**src/rtl/truth_table_sweeper.sv**
```systemverilog
// Sweeps every input minterm of an N-input function, samples its output and
// assembles the truth table, its on-set weight and a match against a reference.
module truth_table_sweeper #(
  parameter int N = 7,
  parameter int SETTLE = 0,
  parameter logic [(2**N)-1:0] EXPECTED = 128'hfee8e8e8e8e8e880fee8e8e8e8e8e880
) (
  input  logic              clk,
  input  logic              rst,
  input  logic              start,
  input  logic              abort,
  input  logic              f,
  output logic [N-1:0]      x,
  output logic              busy,
  output logic              done,
  output logic [(2**N)-1:0] table_out,
  output logic [N:0]        ones,
  output logic              match
);

  localparam int W  = 2**N;
  localparam int OW = N + 1;
  localparam int SW = (SETTLE > 0) ? $clog2(SETTLE + 1) : 1;
  localparam logic [SW-1:0] SETTLE_C = SW'(SETTLE);
  localparam logic [N-1:0]  X_LAST   = '1;

  typedef enum logic [1:0] {
    IDLE,
    SWEEP,
    DONE
  } state_t;

  state_t        state;
  logic [SW-1:0] scnt;
  logic [W-1:0]  table_next;
  logic          sample;

  // The table including the bit sampled this cycle, so match can be judged on
  // the complete table in the same edge that raises done.
  // NOTE: every signal written in always_comb gets a default first so no latch is inferred.
  always_comb begin
    table_next    = table_out;
    table_next[x] = f;
  end

  assign sample = (scnt == SETTLE_C);

  // NOTE: sequential state uses non-blocking assignments only; blocking here would race with readers.
  always_ff @(posedge clk) begin
    if (rst) begin
      state     <= IDLE;
      x         <= '0;
      scnt      <= '0;
      busy      <= 1'b0;
      done      <= 1'b0;
      table_out <= '0;
      ones      <= '0;
      match     <= 1'b0;
    end else begin
      done <= 1'b0;
      case (state)
        IDLE: begin
          if (start) begin
            state     <= SWEEP;
            busy      <= 1'b1;
            x         <= '0;
            scnt      <= '0;
            table_out <= '0;
            ones      <= '0;
            match     <= 1'b0;
          end
        end

        SWEEP: begin
          // Abort keeps the partially collected table and weight for inspection.
          if (abort) begin
            state <= IDLE;
            busy  <= 1'b0;
            x     <= '0;
            scnt  <= '0;
            match <= 1'b0;
          end else if (!sample) begin
            scnt <= scnt + 1'b1;
          end else begin
            table_out <= table_next;
            ones      <= ones + OW'(f);
            scnt      <= '0;
            if (x == X_LAST) begin
              state <= DONE;
              busy  <= 1'b0;
              done  <= 1'b1;
              x     <= '0;
              match <= (table_next == EXPECTED);
            end else begin
              x <= x + 1'b1;
            end
          end
        end

        DONE: begin
          state <= IDLE;
        end

        default: begin
          state <= IDLE;
        end
      endcase
    end
  end

endmodule

```
**config.mk**
```make
export PLATFORM = sky130hd
export DESIGN_NAME = truth_table_sweeper
export DESIGN_NICKNAME = d
export VERILOG_FILES = /design/src/rtl/truth_table_sweeper.sv
export SDC_FILE = /design/constraint.sdc
export NUM_CORES = 1
export LEC_CHECK = 0
export BUFFER_PORTS_ARGS = -buffer_cell sky130_fd_sc_hd__buf_2
export CORE_AREA = 2 2 136 138
export CTS_BUF_LIST = sky130_fd_sc_hd__clkbuf_4
export CTS_CLUSTER_DIAMETER = 40
export DETAILED_ROUTE_END_ITERATION = 7
export DIE_AREA = 0 0 138 140
export PLACE_DENSITY = 0.83
export SLEW_MARGIN = 20
export SYNTH_ARGS = -nofsm -noshare
export SYNTH_HDL_FRONTEND = slang
export SYNTH_SLANG_ARGS = --single-unit
```
**constraint.sdc**
```tcl
create_clock -name clk -period 4.12 [get_ports clk]
set_input_delay 0.206 -clock clk [delete_from_list [all_inputs] [get_ports clk]]
set_output_delay 0.206 -clock clk [all_outputs]
set_load 0.05 [all_outputs]
```
# Word-level counts from Yosys, hierarchy flattened
# Cells that the tools add are included.
# word_totals
reg_bits	149
output_inout_bits	146
wordCells	66
input_bits	5
# classes
n_mux	35
bitwise_logic	1
add_sub_neg	3
magnitude_cmp	2
reduce_logical	9
n_eq_ne	8
# ops
cell	count
two-way mux 128 bit	3
one-hot mux 128 bit (2 select lines)	1
bitwise mux 128 bit	1
equality test 128 bit (second input constant)	1
two-way mux 7 bit	4
two-way mux 8 bit	3
one-hot mux 8 bit (2 select lines)	1
one-hot mux 7 bit (2 select lines)	1
two-way mux 1 bit	12
adder 8 x 1 -> 8 bit	1
< comparator 7 x 8 -> 1 bit (second input constant)	1
two-way mux 2 bit	4
AND reduction 4 bit	2
adder 7 x 1 -> 7 bit (second input constant)	1
demux 1 bit (select 7 bit)	1
equality test 7 bit (second input constant)	1
greater-or-equal comparator 7 x 1 -> 1 bit (second input constant)	1
!= test 2 bit (second input constant)	3
!= test 3 bit (second input constant)	2
one-hot mux 1 bit (2 select lines)	3
AND reduction 3 bit	2
one-hot mux 2 bit (2 select lines)	1
OR reduction 4 bit	1
equality test 2 x 1 -> 1 bit (second input constant)	1
other kinds (6)	6

# Logic depth before layout (Yosys ltp)
# logic_depth
ltp_word	10
mapped_depth	11
ltp_nobuf	8

# Worst setup path after synthesis
# No wires, ideal clock.
# synth_timing
path_type	register to register
start	register x[2]
end	register match
t_required_ns	4.047
n_path_buf	1
arrival_ns	2.738
synth_period_minus_slack_ns	2.811
path_slack_ns	1.309
setup_ns	0.073
stages_incl_launch_ff	9
cell_sequence	dfxtp_1 > buf_2 > nand3_1 > nor4b_1 > mux2i_1 > a32oi_1 > or4_1 > or4_1 > o22ai_2
# synth_via
elab_chain_cells	10
elab_cells_between_ends	14
cone_classes	2 x order compare; 3 x eq/ne; 7 x mux; 2 x reduce/logical
# synth_lines
element	line_no	rtl
start: declaration	13	output logic [N-1:0] x,
start signal: assignment	95	x <= x + 1'b1;
< comparator 7 x 8 -> 1 bit (not written as such) or greater-or-equal comparator 7 x 1 -> 1 bit (tied branches)	43	table_next[x] = f;
logical AND 1 bit (not written as such)	43	
two-way mux 1 bit (not written as such)	43	
demux 1 bit (select 7 bit)	43	
bitwise mux 128 bit	43	
equality test 128 bit	93	match <= (table_next == EXPECTED);
two-way mux 1 bit	88	if (x == X_LAST) begin
two-way mux 1 bit	82	end else if (!sample) begin
two-way mux 1 bit	76	if (abort) begin
one-hot mux 1 bit (2 select lines)	61	case (state)
end signal: assignment	93	
end: declaration	18	output logic match
# Several ways; a longest one is shown, not always the timed one. The select of a mux whose other input is x is not followed.
# A chain may end at the register's enable or synchronous reset.

# Worst setup path in the final report
# layout_timing
start	register x[6]
end	register match
# Same word-level chain as after synthesis.

==> flow_summary.yaml <==
grt:
  grt_remaining_overflow: 0
  antenna_found_initial: 1
  grt_pass1_vias: 9260
  gr-usage-all-layers: 0.366
  grt_max_degree: 100
  grt_pass1_wl_um: 55600
place:
  io_buffers: 150
  pre_cts_ws_ps: 630
  place_congestion: 1.03
  hpwl_um: 24900
  placed_cells: 1469
routing:
  wl_per_cell_um: 24.7
  vias: 10600
  post-route-drc-count: 0
  ant_nets: 0
  routed_wl_um: 37100
  firstDrtPassIters: 7
  drt_iter0_markers: 1898
  viasPerCell: 7.06
sta:
  timing.final.crit_period_ps: 3580
  setup_viol: 0
  clock.fmax_mhz: 279
  max_slew.worst_pin.slew_ps: 1150
  timing.final.crit_share: 0.869
  slew_headroom: 0.232
  skew_ps: 26.6
  hold_viol: 0
  fin_ws_ps: 541
  rsz0062_at_grt: "false"
  drv_slew: 0
  fin_tns_setup_ps: 0
synth:
  synth_top_area_share: 0.340
  ys_warn_count: 0
  synth_seq_area_share: 0.340
  synth-seq-cells: 148
  yosysMostFrequentCell: "o21ai_0"
  synth_common_cells: "o21ai_0, a21oi_1, dfxtp_1"
  syn_inst: 1183
  syn_avg_cell_area_sq_um: 7.37
  syn-num-nets: 1191
  synth_edf_count: 0
  async_flop_share: 0
  synthTopCellsByArea: "dfxtp_1, o21ai_0, a21oi_1"
  netlist_area_sq_um: 8710
  synthFlopType: "dfxtp_1"
  ys_types: 72
  yosys.area.top_type: "dfxtp_1"
power:
  power.density_nw_per_um2: 269
  sequentialPowerShare: 0.542
  vdd_drop_max_mv: 0.160
  swShare: 0.276
  power_mw: 2.66
  p_sw_mw: 0.734
  clockPowerShare: 0.382
  p_int_mw: 1.92
  power_leakage_nw: 3.86
  combPwrFrac: 0.076
worst_setup_path:
  arrival_ps: 4110
  cpLargestDelayFamily: "simple AND/OR/NAND/NOR gates"
  worstSetupPathType: "flop to flop"
  worstPathCellList: "buf_4 -> and4b_1 -> a21oi_1 -> a211oi_1 -> nand4_1 -> nor4_1 -> nand4_1 -> o22ai_2"
  critPathLaunch: "x[6]$_SDFFE_PP0P_"
  cp-end-kind: "flop"
  cp-start-kind: "flop"
  cpMostUsedCell: "nand4_1"
  r2r_start: "x[6]$_SDFFE_PP0P_"
  cp_num_buf_inv: 1
  cp_max_fo: 25
  cpMaxStageDelayCell: "and4b_1"
  crit_required_ps: 4650
  crit_path_max_incr_delay_ps: 770
die:
  die_w_um: 138
  die-area_sq_um: 19300
  fp.dieH_um: 140
  io_pins: 151
  start_util: 0.490
  row_count: 49
  core_area_sq_um: 17800
min_path:
  hp-start: "abort"
  worst_hold_path_type: "primary input to flop"
clock_network:
  cts.sinks: 148
  path_clk_slew_ps: 140
  h-tree-depth: 4
  cts_tree: "done"
  cts_buffers: 17
  insertion_delay_ps: 610
  clock_path_buffers: 2
  clockRootBuffer: "clkbuf_4"
finish:
  nets: 1268
  drive_gt1_frac: 0.203
  final_cells: 1504
  area_growth_pct: 13.3
status:
  outcome: "finished clean"
flow_run:
  cap_violations: 0
-- cell families (layout without fill, tap and decap cells) --
logic type	after synthesis	after routing	share of synthesized area
compound gates	554	554	0.355
flops	148	148	0.340
other cells	0	2	0
simple gates	314	314	0.211
fa+ha+maj	3	3	0.00431
buf+inv	147	237	0.0706
xor+xnor	11	11	0.0111
mux	6	6	0.00718
-- flip-flops by register name (all words and copies together), names as in the netlist --
register,count
match,1
busy,1
done,1
x,7
table_out,128
state,2
ones,8
-- final cells by class --
type	count	area, sq um
fill	1681	7910
multi-input combinational	888	5180
sequential	148	2960
timing repair buffer	195	1090
tap	229	287
clock inverter	12	154
clock buffer	20	150
inverter	10	37.5
antenna	2	5.00
-- worst reg2reg max path, stage by stage (launching register included) --
cell and delay [ps]:
dfxtp_1 740, buf_4 420, and4b_1 780, a21oi_1 320, a211oi_1 510, nand4_1 160
nor4_1 280, nand4_1 180, o22ai_2 140
-- stage by stage --
stage | hold slack (ps) | util | cell area (sq um)
floorplan | 455 | - | 8710
global placement | 459 | 0.537 | 9550
detailed placement | 464 | 0.537 | 9550
CTS | 19.8 | 0.555 | 9860
global route | 56.2 | 0.555 | 9870
finish | 25.5 | 0.555 | 9870
-- worst paths after layout --
path	endpoint	slack, ps	cells after the start
worst min register to register	ones[0]$_SDFFE_PP0P_	490	2
worst max-delay path	match$_SDFFE_PP0P_	540	8
worst min-delay path	x[4]$_SDFFE_PP0P_	30	4
worst max register to register	match$_SDFFE_PP0P_	540	8
-- repair_timing --
| action | CTS | global route |
|---|---|---|
| hold endpoints to repair | 2 | 0 |
| gates resized for setup | 0 | 0 |
| setup buffers | 0 | 0 |
| hold buffers | 1 | 0 |
-- routing by layer --
metal,track usage,vias to the layer above,share of wire
met1,0.471,4828,0.36
li1,-,4573,-
met5,0,-,0
met2,0.564,999,0.43
met3,0.0916,225,0.14
met4,0.202,0,0.065
-- power by group through the flow --
stage	sequential (mW)	combinational, mW	clock, mW
after global routing	1.44	0.211	1.06
after detailed placement	1.47	0.191	0
after CTS	1.44	0.192	1.01
after global placement	1.47	0.189	0
after floorplan	1.48	0.122	0
final	1.44	0.202	1.01
-- placed cells by master, fill, tap and decap left out, types with 8 or more instances in the layout --
cell type and count:
a211oi_1 10, o21ai_0 253, nor3_1 27, nor2_1 43, nand4_1 10, buf_4 44, a21boi_0 8, o22ai_1 14
buf_2 150, and3_1 20, nor4_1 11, clkbuf_4 20, nand3_1 50, dfxtp_1 147, o31ai_1 12, o32ai_1 8
a31oi_1 11, inv_1 10, a21oi_1 188, nand2_1 67
Power figures use the tool's default switching activity.
